[src/rtl/wish_pack.sv]
// -----------------------------------------------------------------------------
// wish_pack
//
// Wishbone-style packing stage. Collects NUM_PACK narrow DATA_WIDTH-bit words
// from the source bus and presents them as one wide word on the destination
// bus. Frame markers travel on tgc: bit 0 = start-of-frame, bit 1 = end-of-frame.
// The wide tgc is the OR of all narrow tgc values in the group.
//
// The assembly register (narrow side) and the output register (wide side) are
// independent, so a new group can be collected while the previous wide word is
// still waiting for d_ack_i. Only when a second group completes while the
// output register is still occupied does the source get stalled (HOLD).
//
// Optional feature macro: WISH_PACK_FLUSH_EN
//   defined   : a source word with EOF closes the group at once; unused slots
//               are filled with PAD_VALUE.
//   undefined : groups always contain exactly NUM_PACK words; EOF is only
//               ORed into d_tgc_o[1].
//
// Parameters
//   DATA_WIDTH    narrow word width
//   NUM_PACK      narrow words per wide word (>= 2)
//   LITTLE_ENDIAN 1: k-th word at the low end, 0: k-th word at the high end
//   PAD_VALUE     fill for unused slots of a flushed short group
//
// Ports
//   clk_i      clock, rising edge
//   rst_n_i    synchronous active-low reset; forces all outputs low while 0
//   s_stb_i    source strobe
//   s_cyc_i    source cycle
//   s_ack_o    source acknowledge (combinational)
//   s_stall_o  source stall (!s_ack_o while out of reset)
//   s_dat_i    narrow data
//   s_tgc_i    narrow frame markers {EOF, SOF}
//   d_stb_o    destination strobe
//   d_cyc_o    destination cycle (same as d_stb_o)
//   d_ack_i    destination acknowledge
//   d_dat_o    packed wide data
//   d_tgc_o    OR of the group's frame markers
// -----------------------------------------------------------------------------
module wish_pack #(
    parameter int                    DATA_WIDTH    = 8,
    parameter int                    NUM_PACK      = 4,
    parameter int                    LITTLE_ENDIAN = 1,
    parameter logic [DATA_WIDTH-1:0] PAD_VALUE     = '0
) (
    input  logic                           clk_i,
    input  logic                           rst_n_i,
    input  logic                           s_stb_i,
    input  logic                           s_cyc_i,
    output logic                           s_ack_o,
    output logic                           s_stall_o,
    input  logic [DATA_WIDTH-1:0]          s_dat_i,
    input  logic [1:0]                     s_tgc_i,
    output logic                           d_stb_o,
    output logic                           d_cyc_o,
    input  logic                           d_ack_i,
    output logic [DATA_WIDTH*NUM_PACK-1:0] d_dat_o,
    output logic [1:0]                     d_tgc_o
);

    localparam int CW = $clog2(NUM_PACK) + 1;
    localparam int WW = DATA_WIDTH * NUM_PACK;

    typedef enum logic {
        ST_FILL = 1'b0,
        ST_HOLD = 1'b1
    } state_t;

    // ---------------------------------------------------------------- state
    state_t                  state_q, state_d;
    logic [CW-1:0]           cnt_q, cnt_d;
    logic [DATA_WIDTH-1:0]   asm_buf_q [NUM_PACK];
    logic [DATA_WIDTH-1:0]   asm_buf_d [NUM_PACK];
    logic [1:0]              asm_tgc_q, asm_tgc_d;
    logic [WW-1:0]           out_buf_q, out_buf_d;
    logic [1:0]              out_tgc_q, out_tgc_d;
    logic                    out_valid_q, out_valid_d;

    // ------------------------------------------------------------ datapath
    logic                    held;
    logic                    src_beat;
    logic                    dst_beat;
    logic                    out_free;
    logic                    eof_flush;
    logic                    group_done;
    logic [DATA_WIDTH-1:0]   group_l [NUM_PACK];  // group in arrival order
    logic [WW-1:0]           group_wide;          // group mapped to bus order
    logic [WW-1:0]           held_wide;           // held group mapped to bus order

    assign held     = (state_q == ST_HOLD);
    assign s_ack_o  = rst_n_i && !held;
    assign s_stall_o = rst_n_i && held;
    assign src_beat = s_stb_i && s_cyc_i && s_ack_o;
    assign dst_beat = out_valid_q && d_ack_i;
    assign out_free = !out_valid_q || d_ack_i;

`ifdef WISH_PACK_FLUSH_EN
    assign eof_flush = s_tgc_i[1];
`else
    assign eof_flush = 1'b0;
`endif

    assign group_done = (cnt_q == CW'(NUM_PACK - 1)) || eof_flush;

    // Slots before cnt come from the assembly register, slot cnt takes the
    // incoming word, and later slots get PAD_VALUE. On a full group the pad
    // branch is never selected; on a non-completing beat the padded slots are
    // simply overwritten by later words.
    genvar gi;
    generate
        for (gi = 0; gi < NUM_PACK; gi++) begin : g_slot
            localparam int PHYS = (LITTLE_ENDIAN != 0) ? gi : (NUM_PACK - 1 - gi);

            assign group_l[gi] = (CW'(gi) < cnt_q)  ? asm_buf_q[gi] :
                                 (CW'(gi) == cnt_q) ? s_dat_i       :
                                                      PAD_VALUE;

            assign group_wide[PHYS*DATA_WIDTH +: DATA_WIDTH] = group_l[gi];
            assign held_wide[PHYS*DATA_WIDTH +: DATA_WIDTH]  = asm_buf_q[gi];
        end
    endgenerate

    // ------------------------------------------------------- next state
    always_comb begin
        state_d     = state_q;
        cnt_d       = cnt_q;
        asm_buf_d   = asm_buf_q;
        asm_tgc_d   = asm_tgc_q;
        out_buf_d   = out_buf_q;
        out_tgc_d   = out_tgc_q;
        out_valid_d = out_valid_q;

        // Default drain of the output register; a load below overrides it.
        if (dst_beat) begin
            out_valid_d = 1'b0;
        end

        // A held group moves into the output register on the same edge
        // that retires the previous wide word.
        if (held && dst_beat) begin
            out_buf_d   = held_wide;
            out_tgc_d   = asm_tgc_q;
            out_valid_d = 1'b1;
            cnt_d       = '0;
            asm_tgc_d   = '0;
            state_d     = ST_FILL;
        end

        // src_beat is impossible in HOLD since s_ack_o is low there.
        if (src_beat) begin
            asm_buf_d = group_l;
            if (group_done) begin
                if (out_free) begin
                    out_buf_d   = group_wide;
                    out_tgc_d   = asm_tgc_q | s_tgc_i;
                    out_valid_d = 1'b1;
                    cnt_d       = '0;
                    asm_tgc_d   = '0;
                end else begin
                    // Keep the completed (padded) group in the assembly
                    // register until the output register frees up.
                    asm_tgc_d = asm_tgc_q | s_tgc_i;
                    state_d   = ST_HOLD;
                end
            end else begin
                asm_tgc_d = asm_tgc_q | s_tgc_i;
                cnt_d     = cnt_q + CW'(1);
            end
        end
    end

    // ------------------------------------------------------------ registers
    always_ff @(posedge clk_i) begin
        if (!rst_n_i) begin
            state_q     <= ST_FILL;
            cnt_q       <= '0;
            asm_tgc_q   <= '0;
            out_buf_q   <= '0;
            out_tgc_q   <= '0;
            out_valid_q <= 1'b0;
            for (int k = 0; k < NUM_PACK; k++) begin
                asm_buf_q[k] <= '0;
            end
        end else begin
            state_q     <= state_d;
            cnt_q       <= cnt_d;
            asm_tgc_q   <= asm_tgc_d;
            out_buf_q   <= out_buf_d;
            out_tgc_q   <= out_tgc_d;
            out_valid_q <= out_valid_d;
            asm_buf_q   <= asm_buf_d;
        end
    end

    // ------------------------------------------------------------- outputs
    // Destination outputs are forced low while reset is asserted.
    assign d_stb_o = rst_n_i && out_valid_q;
    assign d_cyc_o = d_stb_o;
    assign d_dat_o = rst_n_i ? out_buf_q : '0;
    assign d_tgc_o = rst_n_i ? out_tgc_q : 2'b00;

endmodule

[config.mk]
export PLATFORM = sky130hd
export DESIGN_NAME = wish_pack
export DESIGN_NICKNAME = d
export VERILOG_FILES = /design/src/rtl/wish_pack.sv
export SDC_FILE = /design/constraint.sdc
export NUM_CORES = 1
export LEC_CHECK = 0
export ABC_AREA = 1
export ABC_CLOCK_PERIOD_IN_PS = 1700
export BUFFER_PORTS_ARGS = -buffer_cell sky130_fd_sc_hd__buf_2
export CAP_MARGIN = 25
export CORE_AREA = 2 2 95 97
export CTS_BUF_LIST = sky130_fd_sc_hd__clkbuf_16
export DETAILED_ROUTE_END_ITERATION = 8
export DIE_AREA = 0 0 97 99
export PLACE_DENSITY = 0.71
export SYNTH_ARGS = -nofsm -noshare
export SYNTH_HDL_FRONTEND = slang
export SYNTH_SLANG_ARGS = --single-unit
[constraint.sdc]
create_clock -name clk_i -period 1.7 [get_ports clk_i]
set_clock_uncertainty 0.05 [all_clocks]
set_input_delay 0.34 -clock clk_i [delete_from_list [all_inputs] [get_ports clk_i]]
set_output_delay 0.34 -clock clk_i [all_outputs]
set_load 0.02 [all_outputs]
==> results.md, run 1 <==
* Kind of cell adding the most delay to the critical path: buffers and inverters
* Die Area at 0.00960 mm^2
* Gr ovfl total at 0
* Max IR drop VDD at around 540 uV
* Pwr/cell area at approximately 800 mW/mm^2
* Die height at 99 um
* Clk sinks at 73
* Final min period at between 1.5 and 2 ns
* YS warnings at 0
* Starting Density at 47.9%
* Antenna diodes at 0
* Crit share post-route at 98.5%
* CP Launch Point: held
* TritonCTS Buffers at 9
* Pre-antenna DRT Iters at 4
* Initial antenna violation count at 0
* CP bufs+invs at 3
* CP peak stage delay at between 0.4 and 0.5 ns
* Largest net degree at the start of global routing at 64
* Mean post-synth cell area at slightly below 6 um^2
* Status: finished, final reports clean
* Pleak at around 2.9 nW
* R2R Path End: out_buf_q[20]
* Num rows at 34
* Area of the core at 0.00855 mm^2
* Crit-path max FO at 18
* RePlAce Congestion at 0.864
* DRC viols at 0
* Final-report setup violation count at 0
* Clock Latency Late Sink at about 0.33 ns
* Hold Crit Depth at 4
* Type of the tightest min-delay check: primary input to flop
* Root Buffer: clkbuf_16
* Vias per cell at about 4.9
* Clk buf depth at 2
* Worst r2r path cells at 9
* Max-slew headroom at between 80% and 90%
* Max-cap violations at 0
* Met2 Use GR at 36.5%
* Unrepaired setup endpoints after global routing: no
* Crit path kind: flop to output port
* Post-DP HPWL at around 6.7 mm
* CTS tree: done
* # IOs at 53
* Synthesized flop and latch total at 73
* First-pass GRT wire length at approximately 17 mm
* Count of final hold-check violations at 0
* Number of global-route vias before repair at 3767
* GR peak layer: met2
* Hold Crit Endpoint: out_tgc_q[0]
* Via count at 4129
* RR Startpoint: cnt_q[1]
* Clock transition at path regs at approximately 0.060 ns
* Critical path launch point type: flop
* Chip width at 97 um
* Crit-path cells: buf_8 -> nand2_1 -> inv_1 -> buf_2
* Crit path arrival time at around 1.3 ns
* Netlist cell types at 24
* Final Net Count at between 700 and 800
* Worst hold start: s_tgc_i[0]
* Post-Route Utilization at a little under three fifths
* WL/cell at 12.2 um
* Post-DRT Antenna Nets at 0
* Final Max Tran Viols at 0
* Sequential area share after synthesis at a little over a third
* Syn Inst Count at approximately 700
* Worst Tran Pin Value at approximately 0.29 ns
* Total track usage at between 20% and 30%
* Area growth, synth to finish at 17.0%
* CP max stage cell: dfxtp_2
* Layout cells sized above 1 at between 10% and 20%
* H-tree depth at 3
* Initial DRC count at 203
* CP Capture Type: output port
* I/O Buffers at 52
* Met3 track demand over resource at roughly 4.4%
* Setup slack, reg-to-reg at approximately 0.17 ns
* Syn Nets at approximately 710
* DRT Wirelength at slightly above 10 mm
* Fmax at between 0.5 and 0.6 GHz
* Critical Path RT at between 1 and 1.5 ns
* Final setup TNS at 0 ns
* Met1 usage at 28.0%
* Post-Synthesis Cell Area at between 0.004 and 0.005 mm^2
[layer usage]
metal | wire length (um) | part of all wire, %
met2 | 4780 | 47
met1 | 4820 | 47
met4 | 212 | 2.1
met5 | 0 | 0
met3 | 470 | 4.6
[registers in the layout, summed over array words and instances (netlist names)]
name and count:
out_buf_q 32, out_valid_q 1, out_tgc_q 2, cnt_q 3, held 1, asm_tgc_q 2
asm_buf_q 32
[layout by cell type, fill, tap and decap left out, types with 3 or more instances in the layout]
master and n:
buf_4 13, inv_1 79, ha_1 3, buf_2 51, dfxtp_1 72, nor2b_1 6
inv_2 5, nand4_1 19, o21ai_1 10, a21oi_1 10, o21ai_0 19, nor2_1 72
clkbuf_16 9, nand3_1 59, clkinv_2 3, nand2_1 280, buf_12 6
[synthesized netlist by cell type]
library cell  number  area [um^2]
a21oi_1           10         50.1
a31oi_1            1         6.26
buf_1              3         11.3
buf_2             10         50.1
buf_4              2         15.0
buf_6              4         45.0
clkbuf_1          23         86.3
dfxtp_1           73         1460
ha_1               3         37.5
inv_1             79          297
inv_2              5         18.8
nand2_1          281         1050
nand2_4            1         11.3
nand3_1           60          300
nand3_4            1         17.5
nand4_1           19          119
nor2_1            72          270
nor2_4             2         22.5
nor2_8             1         20.0
nor2b_1            6         37.5
o21ai_0           19         95.1
o21ai_1           10         50.1
or2_2              2         12.5
xor2_1             1         8.76
[worst register-to-register path, cell delays in order (launching register included)]
cell     delay (ns)
dfxtp_1        0.46
buf_4          0.18
ha_1           0.13
inv_1          0.03
nor2_1         0.09
buf_4          0.16
nand3_1        0.12
nand2_1        0.10
nor2_1         0.05
nor2_1         0.10
[report_power, final]
group | internal, W | switching [W]
Clock | 0.000968 | 0.000718
Sequential | 0.00174 | 0.0000258
Combinational | 0.0000904 | 0.000186
[through the flow]
stage	power [W]	instance area, um^2	hold slack [ns]	setup WS [ns]	std cells
6_report	0.00373	4800	0.284	0.0256	842
4_1_cts	0.00375	4790	0.286	0.0217	842
5_1_grt	0.00385	4800	0.315	0.00588	842
3_3_place_gp	0.00207	4520	0.408	0.181	826
2_1_floorplan	0.00198	4100	0.393	0.0591	688
3_5_place_dp	0.00208	4520	0.412	0.189	826
[what timing repair did]
item,4_1_cts,5_1_grt
setup buffers,0,0
hold buffers,0,0
resized for setup,2,3
setup endpoints to repair,2,5
cloned,0,0
[layout make-up]
cell class | count | area [um^2]
repair buffers | 72 | 499
clock inverters | 7 | 37.5
multi-input cells | 489 | 2120
well taps | 108 | 135
clock buffers | 9 | 225
inverters | 84 | 315
flip-flops and latches | 73 | 1460
fillers | 873 | 3750
[logic make-up (layout without fill, tap and decap cells)]
group	Yosys count	after routing	synth area share (%)
XOR/XNOR	1	1	0.214
AND/OR/NAND/NOR	445	445	45.5
adder cells (fa/ha/maj)	3	3	0.916
AO/OA/AOI/OAI	40	40	4.92
buffers and inverters	126	172	12.8
flip-flops	73	73	35.7
[worst max-delay path by stage]
| stage | endpoint | slack [ns] | depth (start not counted) |
|---|---|---|---|
| after floorplan | d_stb_o | 0.06 | 6 |
| after global placement | s_ack_o | 0.18 | 5 |
| after detailed placement | out_buf_q[5] | 0.19 | 6 |
| after CTS | s_stall_o | 0.02 | 4 |
| after global routing | s_stall_o | 0.006 | 4 |
| final | s_stall_o | 0.03 | 4 |
Note: power is estimated with default switching activity, not from simulation.
==> run 2, diff against run 1 <==
ABC_CLOCK_PERIOD_IN_PS = 2000   (was 1700)
HOLD_SLACK_MARGIN = 0.15   (was not set)
clock period = 2 ns   (was 1.7 ns; I/O delays follow)
==> results.md, run 2 (same netlist as run 1, synthesis figures left out) <==
* Chip width at 97 um (unchanged)
* DRT Wirelength at 10.1 mm (-2.1%)
* Layout cells sized above 1 at 13.0% (-0.75 points)
* RR Startpoint: cnt_q[1]
* # IOs at 53 (unchanged)
* Pleak at 2.86 nW (-1.1%)
* Pwr/cell area at 657 mW/mm^2 (-16%)
* CP Launch Point: out_valid_q
* Final setup TNS at 0 ns (unchanged)
* WL/cell at 12.0 um (-1.7%)
* Crit path kind: flop to output port
* I/O Buffers at 52 (unchanged)
* Final min period at around 1.7 ns
* Post-DRT Antenna Nets at 0 (unchanged)
* Clock Latency Late Sink at 0.33 ns (about the same)
* CP Capture Type: output port
* Met3 track demand over resource at 3.26% (-1.1 points)
* Register area at 0.00146 mm^2 (about the same)
* RePlAce Congestion at 0.808 (-6.5%)
* Type of the tightest min-delay check: primary input to flop
* Worst r2r path cells at 7 (-2)
* Pre-antenna DRT Iters at 5 (+1)
* Final-report setup violation count at 0 (unchanged)
* Vias per cell at 4.89 (-0.33%)
* Gr ovfl total at 0 (unchanged)
* Worst Tran Pin Value at 0.428 ns (+0.139 ns)
* Count of final hold-check violations at 0 (unchanged)
* First-pass GRT wire length at 17.9 mm (+2.8%)
* Max-cap violations at 0 (unchanged)
* Fmax at about 0.58 GHz
* Number of global-route vias before repair at 3888 (+3.2%)
* Area of the core at 0.00855 mm^2 (unchanged)
* Total track usage at 22.4% (+0.41 points)
* Finished Cell Area at 0.00472 mm^2 (-1.6%)
* Area growth, synth to finish at 15.1%
* Initial DRC count at 243 (+20%)
* Via count at 4096 (-0.80%)
* Unrepaired setup endpoints after global routing: no
* Critical Path RT at 1.55 ns (+0.24 ns)
* Largest registers: asm_buf_q: 32 flops, out_buf_q: 32 flops, cnt_q: 3 flops
* DRC viols at 0 (unchanged)
* Most common cell after layout, fill and taps aside: nand2_1
* Crit path arrival time at 1.27 ns (about the same)
* Hold-fix buffers, CTS at 0 (unchanged)
* Worst hold start: s_tgc_i[0]
* Placed cells at 826 (unchanged)
* Post-DP HPWL at 6.88 mm (+3.0%)
* Fill cell count at 875 (+0.23%)
* Final Max Tran Viols at 0 (unchanged)
* GR peak layer: met2
* Hold Crit Endpoint: out_tgc_q[0]
* Root Buffer: clkbuf_16
* Max-slew headroom at 71.4% (-9.2 points)
* Clk buf depth at 2 (unchanged)
* Status: finished, final reports clean
* Most frequent cells in the layout: nand2_1 (281), inv_1 (79), dfxtp_1 (73)
* TritonCTS Buffers at 9 (unchanged)
* Crit share post-route at ~86%
* Met2 Use GR at 39.2% (+2.7 points)
* Met1 usage at 28.4% (+0.46 points)
* Hold Crit Depth at 4 (unchanged)
* # resized after CTS at 0 (-2)
* Clk sinks at 73 (unchanged)
* Layout Cells excl Fill at 838 (-0.48%)
* Final Net Count at 747 (unchanged)
* Num rows at 34 (unchanged)
* Multi-input logic area at 0.00212 mm^2 (-0.12%)
* Crit-path max FO at 10 (-8)
* Max IR drop VDD at 451 uV (-17%)
* Starting Density at 47.9% (unchanged)
* Placed instance area at 0.00448 mm^2 (-0.83%)
* H-tree depth at 3 (unchanged)
* Critical path launch point type: flop
* Initial antenna violation count at 0 (unchanged)
* Die Area at 0.00960 mm^2 (unchanged)
* Post-CTS Setup Bufs at 0 (unchanged)
* Clock transition at path regs at 0.05 ns (about the same)
* CTS tree: done
* Total power at 0.00310 W (-17%)
* Die height at 99 um (unchanged)
* Setup slack, reg-to-reg at 0.36 ns (+0.19 ns)
* R2R Path End: out_buf_q[19]
* Largest net degree at the start of global routing at 45 (-30%)
* Antenna diodes at 0 (unchanged)
[run 2: worst max path at each step]
| stage | to | slack [ns] | depth (start not counted) |
|---|---|---|---|
| 5_1_grt | out_buf_q[21] | 0.14 | 7 |
| 4_1_cts | d_cyc_o | 0.27 | 4 |
| 2_1_floorplan | d_stb_o | 0.06 | 6 |
| 3_3_place_gp | out_buf_q[21] | 0.38 | 7 |
| 3_5_place_dp | out_buf_q[31] | 0.32 | 7 |
| 6_report | d_cyc_o | 0.28 | 4 |
[run 2: layer usage]
| layer | share of wire (%) | vias up |
|---|---|---|
| li1 | - | 2178 |
| met1 | 46 | 1796 |
| met2 | 47 | 106 |
| met3 | 5.5 | 16 |
| met4 | 1.7 | 0 |
| met5 | 0 | - |
[run 2: per-stage QoR]
| stage | hold slack, ns | utilization (%) | setup slack, ns |
|---|---|---|---|
| final | 0.354 | 55.2 | 0.277 |
| after global routing | 0.381 | 55.2 | 0.141 |
| after CTS | 0.358 | 55.2 | 0.274 |
| after detailed placement | 0.417 | 52.4 | 0.324 |
| after global placement | 0.411 | 52.4 | 0.385 |
| after floorplan | 0.393 | - | 0.0572 |
[run 2: worst max-delay path, stage by stage, from the launching register on]
cell,delay [ns]
dfxtp_1,0.43
buf_4,0.23
nand2_1,0.07
inv_1,0.06
buf_2,0.16
[run 2: layout make-up]
class / count / area share [%]
Tap cell: 108 / 2.86
Inverter: 84 / 6.68
Multi-Input combinational cell: 489 / 44.9
Clock buffer: 9 / 4.77
Sequential cell: 73 / 31.0
Clock inverter: 3 / 0.265
Timing Repair Buffer: 72 / 9.55
[run 2: report_power, final]
group / internal, W / leakage (nW) / switching [W]
logic: 0.0000756 / 2.15 / 0.000156
clock network: 0.000799 / 0.118 / 0.000562
registers: 0.00148 / 0.590 / 0.0000232
==> run 3, diff against run 2 <==
CAP_MARGIN = 20   (was 25)
CORE_AREA = 4 4 108 110   (was 2 2 95 97)
DIE_AREA = 0 0 112 114   (was 0 0 97 99)
PLACE_DENSITY = 0.6   (was 0.71)
==> results.md, run 3 (same netlist as run 1, synthesis figures left out) <==
* GR peak layer: met2
* Crit-path max FO at 17 (+7)
* Hold-fix buffers, CTS at 0 (unchanged)
* Crit path kind: flop to output port
* Worst Tran Pin Value at 0.475 ns (+0.0468 ns)
* Initial DRC count at 190 (-22%)
* WL/cell at 12.2 um (+1.4%)
* Via count at 4162 (+1.6%)
* DRC viols at 0 (unchanged)
* Total track usage at 17.5% (-4.9 points)
* Vias per cell at 4.76 (-2.7%)
* Post-DP HPWL at 7.24 mm (+5.3%)
* Multi-input logic area at 0.00212 mm^2 (unchanged)
* Met3 track demand over resource at 3.40% (+0.13 points)
* Status: finished, final reports clean
* Die height at 114 um (+15%)
* TritonCTS Buffers at 9 (unchanged)
* Unrepaired setup endpoints after global routing: no
* Largest registers: asm_buf_q: 32 flops, out_buf_q: 32 flops, cnt_q: 3 flops
* Post-CTS Setup Bufs at 0 (unchanged)
* Crit path arrival time at 1.38 ns (+0.11 ns)
* Antenna diodes at 0 (unchanged)
* Max-slew headroom at 68.2% (-3.1 points)
* Critical Path RT at 1.55 ns (about the same)
* Clock Latency Late Sink at 0.34 ns (about the same)
* Root Buffer: clkbuf_16
* # resized after CTS at 0 (unchanged)
* Layout cells sized above 1 at 13.3% (+0.32 points)
* Final setup TNS at 0 ns (unchanged)
* Most frequent cells in the layout: nand2_1 (281), inv_1 (80), dfxtp_1 (73)
* Final WS setup at 0.169 ns (-0.109 ns)
* CTS tree: done
* CP Capture Type: output port
* Met2 Use GR at 28.9% (-10 points)
* Initial antenna violation count at 0 (unchanged)
* Chip width at 112 um (+15%)
* Number of global-route vias before repair at 3924 (+0.93%)
* I/O Buffers at 52 (unchanged)
* Starting Density at 38.3% (-9.6 points)
* Type of the tightest min-delay check: primary input to flop
* Max-cap violations at 0 (unchanged)
* Count of final hold-check violations at 0 (unchanged)
* Critical path launch point type: flop
* Register area at 0.00146 mm^2 (unchanged)
* Final Max Tran Viols at 0 (unchanged)
* H-tree depth at 3 (unchanged)
* Die Area at 0.0128 mm^2 (+33%)
* Area of the core at 0.0107 mm^2 (+25%)
* Met1 usage at 22.1% (-6.3 points)
* DRT Wirelength at 10.6 mm (+5.8%)
* Max IR drop VDD at 396 uV (-12%)
* Pre-antenna DRT Iters at 4 (-1)
* # IOs at 53 (unchanged)
* Pre-CTS setup slack at 0.340 ns (+0.0166 ns)
* Final-report setup violation count at 0 (unchanged)
* Crit share post-route at 91.6% (+5.4 points)
* Area growth, synth to finish at 16.9%
* Final min period at 1.83 ns (+0.109 ns)
* Pwr/cell area at 664 mW/mm^2 (+1.1%)
* First-pass GRT wire length at 18.4 mm (+2.8%)
* Clk buf depth at 2 (unchanged)
* Largest net degree at the start of global routing at 42 (-6.7%)
* Clock transition at path regs at 0.06 ns (about the same)
* RePlAce Congestion at 0.821 (+1.6%)
* Pleak at 2.87 nW (+0.56%)
* Clk sinks at 73 (unchanged)
* Fmax at 0.546 GHz (-5.9%)
* Gr ovfl total at 0 (unchanged)
* Post-DRT Antenna Nets at 0 (unchanged)
* Fill cell count at 1150 (+31%)
* Most common cell after layout, fill and taps aside: nand2_1
* Num rows at 38 (+12%)
* Final Net Count at 749 (+0.27%)
==> run 3: cell count changes in the layout (fill, tap and decap cells not counted), sizes merged <==
cell      before  now
clkinvlp       0    1
buf           72   74
inv           84   85
clkinv         3    4
==> run 3: critical path, cell delays in order, from the launching register on <==
cell and delay, ns:
dfxtp_1 0.46, buf_4 0.29, nand2_1 0.08, inv_1 0.06, buf_2 0.15
==> run 3: power breakdown <==
group / switching [W] / total [W] / internal (W) / leakage (nW)
Sequential: 0.0000228 / 0.00150 / 0.00148 / 0.590
Combinational: 0.000160 / 0.000237 / 0.0000770 / 2.16
Clock: 0.000626 / 0.00144 / 0.000813 / 0.125
==> run 3: through the flow <==
step | utilization [%] | cells | power [W] | hold slack (ns) | area (um^2)
2_1_floorplan | - | 688 | 0.00168 | 0.393 | 4100
3_3_place_gp | 42.4 | 860 | 0.00177 | 0.412 | 4540
3_5_place_dp | 42.4 | 860 | 0.00177 | 0.417 | 4540
4_1_cts | 44.8 | 875 | 0.00320 | 0.318 | 4790
5_1_grt | 44.8 | 875 | 0.00330 | 0.342 | 4790
6_report | 44.8 | 875 | 0.00318 | 0.322 | 4790
==> run 3: per-layer routing <==
metal | vias up | share of wire (%) | wire length (um)
li1 | 2186 | - | -
met1 | 1874 | 47 | 5030
met2 | 81 | 46 | 4940
met3 | 21 | 3.8 | 402
met4 | 0 | 2.6 | 273
met5 | - | 0 | 0
==> run 3: layout make-up <==
type,instances,area share (%)
Inverter,84,6.58
Timing Repair Buffer,74,9.72
Multi-Input combinational cell,489,44.2
Tap cell,140,3.66
Sequential cell,73,30.5
Clock buffer,9,4.70
Clock inverter,6,0.575
==> run 3: path summary, 6_finish.rpt <==
kind	slack [ns]	end	startpoint	cells past startpoint
max reg2reg	0.31	out_buf_q[21]	cnt_q[1]	7
min reg2reg	0.43	asm_tgc_q[1]	asm_tgc_q[1]	2
max	0.17	d_stb_o	out_valid_q	4
min	0.32	held	d_ack_i	4
